### src/rtl/crc_fsm.sv
// Scan controller for the CRC block: walks memory from a start address to 1023,
// qualifies each returned word with crc_en, and flags completion with crc_rdy.
module crc_fsm (
    input  logic       clk50m,
    input  logic       rst_n,
    input  logic       crc_start,
    input  logic [9:0] mem_addr_in,
    output logic [9:0] mem_addr_out,
    output logic       crc_en,
    output logic       crc_rdy
);

    localparam int unsigned ADDR_W = 10;
    localparam logic [ADDR_W-1:0] LAST_ADDR = ADDR_W'(1023);

    localparam logic [1:0] IDLE  = 2'd0;
    localparam logic [1:0] SCAN  = 2'd1;
    localparam logic [1:0] FLUSH = 2'd2;
    localparam logic [1:0] DONE  = 2'd3;

    logic [1:0]        state;
    logic [1:0]        state_nxt;
    logic [ADDR_W-1:0] addr;
    logic [ADDR_W-1:0] addr_nxt;
    logic              en_nxt;
    logic              rdy_nxt;

    // State and registered outputs
    always_ff @(posedge clk50m or negedge rst_n) begin
        if (!rst_n) begin
            state   <= IDLE;
            addr    <= '0;
            crc_en  <= 1'b0;
            crc_rdy <= 1'b0;
        end else begin
            state   <= state_nxt;
            addr    <= addr_nxt;
            crc_en  <= en_nxt;
            crc_rdy <= rdy_nxt;
        end
    end

    // Next state; crc_en is raised one cycle behind each address to match read latency
    always_comb begin
        state_nxt = state;
        addr_nxt  = addr;
        en_nxt    = 1'b0;
        rdy_nxt   = 1'b0;
        case (state)
            IDLE: begin
                if (crc_start) begin
                    addr_nxt  = mem_addr_in;
                    state_nxt = SCAN;
                end
            end
            SCAN: begin
                en_nxt = 1'b1;
                if (addr == LAST_ADDR) begin
                    state_nxt = FLUSH;
                end else begin
                    addr_nxt = addr + ADDR_W'(1);
                end
            end
            FLUSH: begin
                rdy_nxt   = 1'b1;
                state_nxt = DONE;
            end
            DONE: begin
                rdy_nxt = 1'b1;
                // Start must drop for an edge before another scan can begin
                if (!crc_start) begin
                    rdy_nxt   = 1'b0;
                    state_nxt = IDLE;
                end
            end
            default: begin
                state_nxt = IDLE;
            end
        endcase
    end

    assign mem_addr_out = addr;

endmodule

### config.mk
export PLATFORM = sky130hd
export DESIGN_NAME = crc_fsm
export DESIGN_NICKNAME = d
export VERILOG_FILES = /design/src/rtl/crc_fsm.sv
export SDC_FILE = /design/constraint.sdc
export NUM_CORES = 1
export LEC_CHECK = 0
export BUFFER_PORTS_ARGS = -buffer_cell sky130_fd_sc_hd__buf_4
export CAP_MARGIN = 10
export CORE_MARGIN = 2
export CORE_UTILIZATION = 50
export DETAILED_ROUTE_END_ITERATION = 12
export PLACE_DENSITY_LB_ADDON = 0.25
export REMOVE_ABC_BUFFERS = 1
export SLEW_MARGIN = 20
export SYNTH_ARGS = -nofsm -noshare
export SYNTH_HDL_FRONTEND = slang
export SYNTH_SLANG_ARGS = --single-unit
### constraint.sdc
create_clock -name clk50m -period 2.3 [get_ports clk50m]
set_input_delay 0.345 -clock clk50m [delete_from_list [all_inputs] [get_ports clk50m]]
set_output_delay 0.345 -clock clk50m [all_outputs]
set_load 0.01 [all_outputs]
Word level (Yosys, flattened, before mapping) --
Cells that the tools add are included.
Storage, ports and cells: RAM bits 0, bits in read-only memories 0, register bits after elaboration 14, bits of input ports 13, word-level logic and storage cells 27, output and inout bits 12, memories kept 0, bits in latches 0
Cells by class: reduce and logical (&&, ||, !) cells 4, add/sub/neg operators 1, multiplexer cells 10, divide/modulo/power cells 0, shifts and indexed selects 0, $lt $le $gt $ge 0, bitwise operators 0, equal/unequal tests 8, multiply operators 0
Operators with widths (count):
- $mux 10 | 2
- $pmux 10 s2 | 1
- $add 10x1->10 const B | 1
- $eq 10x10->1 const B | 1
- $ne 2x2->1 const B | 4
- $pmux 2 s4 | 1
- $mux 2 | 3
- $reduce_and 3->1 | 2
- $eq 2x2->1 const B | 2
- $eq 2x1->1 const B | 1
- $logic_not 2->1 | 1
- $mux 1 | 2
- $pmux 1 s2 | 1
- $reduce_bool 2->1 | 1

Logic depth before layout (Yosys ltp) --
Gate-level depths: netlist (run 1).
depth after elaboration 3, depth in mapped cells 7, gate-level depth less buffers 6

Worst setup path after synthesis (run 1) --
Ideal clock, no wire load.
path kind reg-to-reg, start point register state[0], end point register addr[4] (netlist: mem_addr_out[4]), cell stages (with the launch flop) 8, arrival 1.489 ns, buffers on the path 1, period minus slack after synthesis 1.612 ns, library setup time 0.123 ns, data required time 2.177 ns, slack 0.688 ns, cell sequence dfrtp_1 > inv_1 > ha_1 > mux2_2 > o31ai_4 > buf_6 > a21oi_1 > a2bb2oi_1
Between the ends: longest elaborated chain between the ends 3, elaborated cells on any way between the ends 7
RTL lines:
- start, declared | RTL line 21 | logic [1:0] state;
- start signal, assigned | RTL line 36 | state <= state_nxt;
- $eq 2x1->1 or $logic_not 2->1 (tied branches) | RTL line 49 | case (state)
- $ne 2x2->1 (no source line) or $reduce_bool 2->1 (tied branches)
- $reduce_and 3->1 (no source line)
- end signal, assigned | RTL line 37 | addr <= addr_nxt;
- end, declared | RTL line 23 | logic [ADDR_W-1:0] addr;
Parallel ways exist; a longest one is shown, timed or not. A chain may end at the register's enable or synchronous reset.

Final worst setup path (run 1) --
start point register state[1], end point register addr[3] (netlist: mem_addr_out[3])
The elaborated chain is that of the path after synthesis.

==> metrics.yaml, run 1 <==
route:
  drt_iter0_markers: 17
  wl_um: 2046
  first_pass_iters: 4
  wl_per_cell_um: 14.11
  drc: 0
  vias: 845
  viasPerCell: 5.828
  ant_nets: 0
timing:
  worst_slew_pin_slew_ns: 0.4816
  final_max_slew_viol_count: 0
  whs_ns: 0.3034
  fin_crit_ns: 1.940
  grt_setup_unrepaired: "no"
  finalSetupViolations: 0
  clock_skew_ns: 0.002527
  setup-tns-final_ns: 0
  setup_ws_ns: 0.3604
  slew_headroom_pct: 66.97
  hold_violations: 0
  timing.final.crit_share_pct: 84.33
  max_freq_mhz: 515.6
yosys:
  synth-seq-cells: 14
  ys_types: 37
  synth_top_area_share_pct: 38.36
  seq_area_frac_synth_pct: 38.36
  avgSynthCellArea_um2: 9.821
  synth_area_leaders: "dfrtp_1 (38%), ha_1 (8.2%), mux2i_1 (4.4%)"
  netlist_area_um2: 913.4
  yosysWarnings: 0
  synthCells: 93
  synth_top_cell_by_area: "dfrtp_1"
final_layout:
  area_delta_synth_final_pct: 25.89
  mostFrequentLayoutCell: "buf_4"
  drive_gt1_share_pct: 32.50
  final_cells: 145
  final_cell_mix: "buf_4 (25), dfrtp_1 (14), nand2_1 (10)"
  antenna_cells: 0
  fin_nets: 141
floorplanning:
  die_h_um: 46.74
  fp-row-count: 15
  die_area_mm2: 0.002185
  start_util_pct: 52.90
  design.core.area_mm2: 0.001727
  boundaryPins: 25
  die_width_um: 46.74
setup_path:
  worstPathMaxFanout: 11
  slowest_delay_ns: 0.46
  cpMaxStageDelayCell: "o31ai_4"
  rr_worst_depth: 6
  critPathRequiredTime_ns: 2.47
  worstPathArrival_ns: 2.11
  path_cells: "inv_1, ha_1, nand2_1, o31ai_4, nor2_1, o22a_1"
  path_class: "reg -> reg"
  startpoint_type: "register"
  crit_path_end_kind: "register"
hold_path:
  worstHoldPathType: "in -> reg"
  hold_depth: 2
clock_tree:
  htreeDepth: 1
  cts_setup_buffers: 0
  worstSkewPairLatency_ns: 0.28
  cts-root-buf: "clkbuf_4"
  clkTransAtPathRegs_ns: 0.08
  cts_buffer_depth: 2
  numCtsBuffers: 3
  cts_sinks: 14
  cts_tree: "yes"
power_and_ir_drop:
  p_seq_share_pct: 60.6
  p_sw_share_pct: 20.92
  power.switching_mw: 0.08487
  p_per_area_mw_per_mm2: 352.9
  peakVddDrop_mv: 0.3354
  clkPwrFrac_pct: 33.8
  p_comb_share_pct: 5.7
  internal-power_mw: 0.3209
  p_leak_nw: 0.5291
grt:
  grt_pass1_vias: 768
  grt_usage_pct: 21.86
  grt_max_degree: 15
  antenna_found_initial: 0
  grt_pass1_wl_um: 3291
  overflow: 0
placed_design:
  post-dp-hpwl_um: 1528
  placed_cells: 141
  dp_slack_ns: 0.3881
  io_buffers: 24
  place.gp.congestion: 0.9230
job:
  cap_violations: 0
outcome:
  status: "finished, final reports clean"
-- final timing paths --
kind / start / endpoint / slack [ns]
worst max-delay path: state[1] / mem_addr_out[3] / 0.36
worst min-delay path: crc_start / crc_rdy / 0.30
worst max register to register: state[1] / mem_addr_out[3] / 0.36
worst min register to register: state[1] / state[1] / 0.60
max in group asynchronous: rst_n / state[0] / 1.65
min in group asynchronous: rst_n / mem_addr_out[8] / 0.47
-- power by group through the flow --
stage	Combinational [mW]	Clock [mW]	Sequential, mW
floorplan	0.000508	0	0.251
global placement	0.0216	0	0.251
detailed placement	0.0219	0	0.251
CTS	0.0234	0.139	0.246
global route	0.0253	0.154	0.246
finish	0.0229	0.137	0.246
-- stage by stage --
step | util (%) | power, mW | instance area [um^2]
2_1_floorplan | - | 0.2514 | 898.4
3_3_place_gp | 64.71 | 0.2724 | 1117
3_5_place_dp | 64.71 | 0.2727 | 1117
4_1_cts | 66.59 | 0.4079 | 1150
5_1_grt | 66.59 | 0.4249 | 1150
6_report | 66.59 | 0.4058 | 1150
-- Yosys cell counts --
master      n
nand4_4     1
nand2_1    10
ha_1        6
nand3_2     1
o22ai_1     2
dfrtp_1    14
mux2i_1     4
mux2_1      1
nand2b_1    1
buf_6       1
nor3_2      1
and4b_1     1
clkbuf_1    1
and3_1      1
a31oi_1     2
or2_1       1
or3_1       1
o311ai_1    1
o31ai_4     1
a2bb2oi_1   1
nand4b_1    1
nand3b_1    1
nor2_1      9
nand4_2     1
mux2_2      1
o221a_2     2
a41oi_2     1
o21ai_1     6
nand3_1     2
inv_2       2
nor4_1      3
o22a_1      1
nand4_1     1
a21oi_1     6
nor3_1      1
a21o_1      1
inv_1       2
-- cell families (layout without fill, tap and decap cells) --
| family | after synthesis | in the layout | synth area share [%] |
|---|---|---|---|
| AO/OA/AOI/OAI | 24 | 24 | 19.59 |
| AND/OR/NAND/NOR | 37 | 37 | 23.70 |
| flip-flops | 14 | 14 | 38.36 |
| adder cells (fa/ha/maj) | 6 | 6 | 8.219 |
| buffers and inverters | 6 | 33 | 3.288 |
| multiplexers | 6 | 6 | 6.849 |
-- critical path, delay by kind of cell (launching register included) --
family / cells / cell delay [ns]
adder cells (fa/ha/maj): 1 / 0.33
AND/OR/NAND/NOR: 2 / 0.30
flip-flops: 1 / 0.42
AO/OA/AOI/OAI: 2 / 0.66
buffers and inverters: 1 / 0.12
-- state kept, by name, indices dropped and copies added, names as in the netlist --
register	cells
mem_addr_out	10
crc_en	1
state	2
crc_rdy	1
-- cell type report --
cell class / count / area [um^2]
flip-flops and latches: 14 / 350.3
fillers: 158 / 576.8
well taps: 25 / 31.28
inverters: 4 / 15.01
multi-input cells: 73 / 533.0
clock buffers: 3 / 22.52
repair buffers: 26 / 197.7
-- metal layers --
metal	wire, um	vias to the layer above	track usage, %
li1	-	405	-
met1	936	407	29.43
met2	985	27	33.33
met3	82	6	3.846
met4	42	0	12.22
met5	0	-	0
-- timing repair --
action / in CTS / in global routing
hold endpoints to repair: 14 / 0
gates resized for setup: 0 / 0
hold buffers: 1 / 0
Note: power is estimated with default switching activity, not from simulation.
==> inputs of run 2 (changes only) <==
--- a/config.mk
+++ b/config.mk
@@ -8,7 +8,7 @@
 export BUFFER_PORTS_ARGS = -buffer_cell sky130_fd_sc_hd__buf_4
 export CAP_MARGIN = 10
 export CORE_MARGIN = 2
-export CORE_UTILIZATION = 50
+export CORE_UTILIZATION = 46
 export DETAILED_ROUTE_END_ITERATION = 12
 export PLACE_DENSITY_LB_ADDON = 0.25
 export REMOVE_ABC_BUFFERS = 1
==> constraint.sdc (replaced) <==
create_clock -name clk50m -period 1.75 [get_ports clk50m]
set_input_delay 0.2625 -clock clk50m [delete_from_list [all_inputs] [get_ports clk50m]]
set_output_delay 0.2625 -clock clk50m [all_outputs]
set_load 0.01 [all_outputs]
==> metrics.yaml, run 2 (synthesized netlist as in run 1, its figures left out) <==
outcome:
  status: "finished, final reports clean"
route:
  wl_per_cell_um: 14.81
  viasPerCell: 5.506
  vias: 881
  first_pass_iters: 4
  drc: 0
  ant_nets: 0
  drt_iter0_markers: 24
  wl_um: 2370
floorplanning:
  fp-row-count: 16
  die_h_um: 48.56
  die_area_mm2: 0.002358
  die_width_um: 48.56
  start_util_pct: 47.53
  boundaryPins: 25
  design.core.area_mm2: 0.001922
clock_tree:
  cts_tree: "yes"
  numCtsBuffers: 3
  cts_buffer_depth: 2
  cts_sinks: 14
  clkTransAtPathRegs_ns: 0.09
  htreeDepth: 1
  cts-root-buf: "clkbuf_4"
  worstSkewPairLatency_ns: 0.28
timing:
  whs_ns: 0.2223
  final_max_slew_viol_count: 0
  finalSetupViolations: 0
  fin_crit_ns: 1.740
  clock_skew_ns: 0.002849
  timing.final.crit_share_pct: 99.43
  setup_ws_ns: 0.009979
  max_freq_mhz: 574.7
  worst_slew_pin_slew_ns: 0.3340
  slew_headroom_pct: 77.56
  hold_violations: 0
setup_path:
  slowest_delay_ns: 0.43
  path_cells: "ha_1, nand3_2, or2_1, nor4_1, o22ai_1"
  cp_num_cells: 5
  worstPathMaxFanout: 6
  worstPathArrival_ns: 1.90
  crit_family: "simple AND/OR/NAND/NOR gates"
  crit_path_end_kind: "register"
  critPathRequiredTime_ns: 1.91
  cpMaxStageDelayCell: "dfrtp_1"
  crit_buf_inv: 0
  path_class: "reg -> reg"
  rr_worst_depth: 5
  startpoint_type: "register"
placed_design:
  io_buffers: 24
  placed_cells: 151
  dp_slack_ns: 0.02263
  post-dp-hpwl_um: 1710
  place.gp.congestion: 0.9145
grt:
  grt_max_degree: 15
  grt_pass1_wl_um: 3877
  overflow: 0
  antenna_found_initial: 0
  grt_usage_pct: 21.11
  grt_pass1_vias: 837
power_and_ir_drop:
  p_leak_nw: 0.5951
  p_per_area_mw_per_mm2: 469.7
  peakVddDrop_mv: 0.3346
final_layout:
  final_cell_mix: "buf_4 (37), dfrtp_1 (14), nand2_1 (10)"
  area_delta_synth_final_pct: 38.22
  fin_nets: 153
  antenna_cells: 0
  drive_gt1_share_pct: 41.35
  final_util_pct: 65.69
  largest_reg_flops: 10
  mostFrequentLayoutCell: "buf_4"
  final_cells: 160
hold_path:
  hold_depth: 2
  worstHoldPathType: "in -> reg"
job:
  cap_violations: 0
[run 2: changes by cell type in the layout (fill, tap and decap cells not counted), sizes merged]
cell and delta:
buf +12, clkbuf +1
[run 2: final timing paths]
check	slack [ns]	to	startpoint
min reg2reg	0.54	state[1]	state[1]
min	0.22	crc_rdy	crc_start
max	0.01	mem_addr_out[8]	mem_addr_out[0]
max in group asynchronous	1.20	mem_addr_out[2]	rst_n
min in group asynchronous	0.38	mem_addr_out[7]	rst_n
max reg2reg	0.01	mem_addr_out[8]	mem_addr_out[0]
[run 2: what timing repair did]
action                                  4_1_cts  5_1_grt
endpoints found under the setup margin        0        7
hold buffers                                  1        0
setup buffers                                 0        4
hold endpoints to repair                     14        0
resized for setup                             0        3
[run 2: metal layers]
metal	part of all wire [%]	wire [um]	global-route usage, %
met1	45	1069	27.76
met2	49	1152	34.95
met3	5.0	118	3.704
met4	1.2	29	7.619
met5	0	0	0
[run 2: final cells by class]
type	count	area [um^2]
Fill cell	182	659.4
Inverter	4	15.01
Sequential cell	14	350.3
Clock buffer	4	36.28
Timing Repair Buffer	38	287.8
Tap cell	27	33.78
Multi-Input combinational cell	73	539.3
[run 2: worst register-to-register path, stage by stage (launching register included)]
cell and delay [ns]:
dfrtp_1 0.43, ha_1 0.27, nand3_2 0.14, or2_1 0.28, nor4_1 0.33, o22ai_1 0.16
[run 2: power by group]
part | internal [mW] | leakage [nW] | switching [mW]
registers | 0.323 | 0.171 | 0
clock network | 0.127 | 0.0210 | 0.112
logic | 0.0189 | 0.403 | 0.0119
[run 2: stage by stage]
| step | instance area, um^2 | TNS (ns) | total power [mW] |
|---|---|---|---|
| detailed placement | 1180 | 0 | 0.3588 |
| finish | 1262 | 0 | 0.5930 |
| floorplan | 898.4 | -0.2624 | 0.3304 |
| CTS | 1226 | 0 | 0.5949 |
| global placement | 1180 | 0 | 0.3585 |
| global route | 1262 | -0.1382 | 0.6163 |
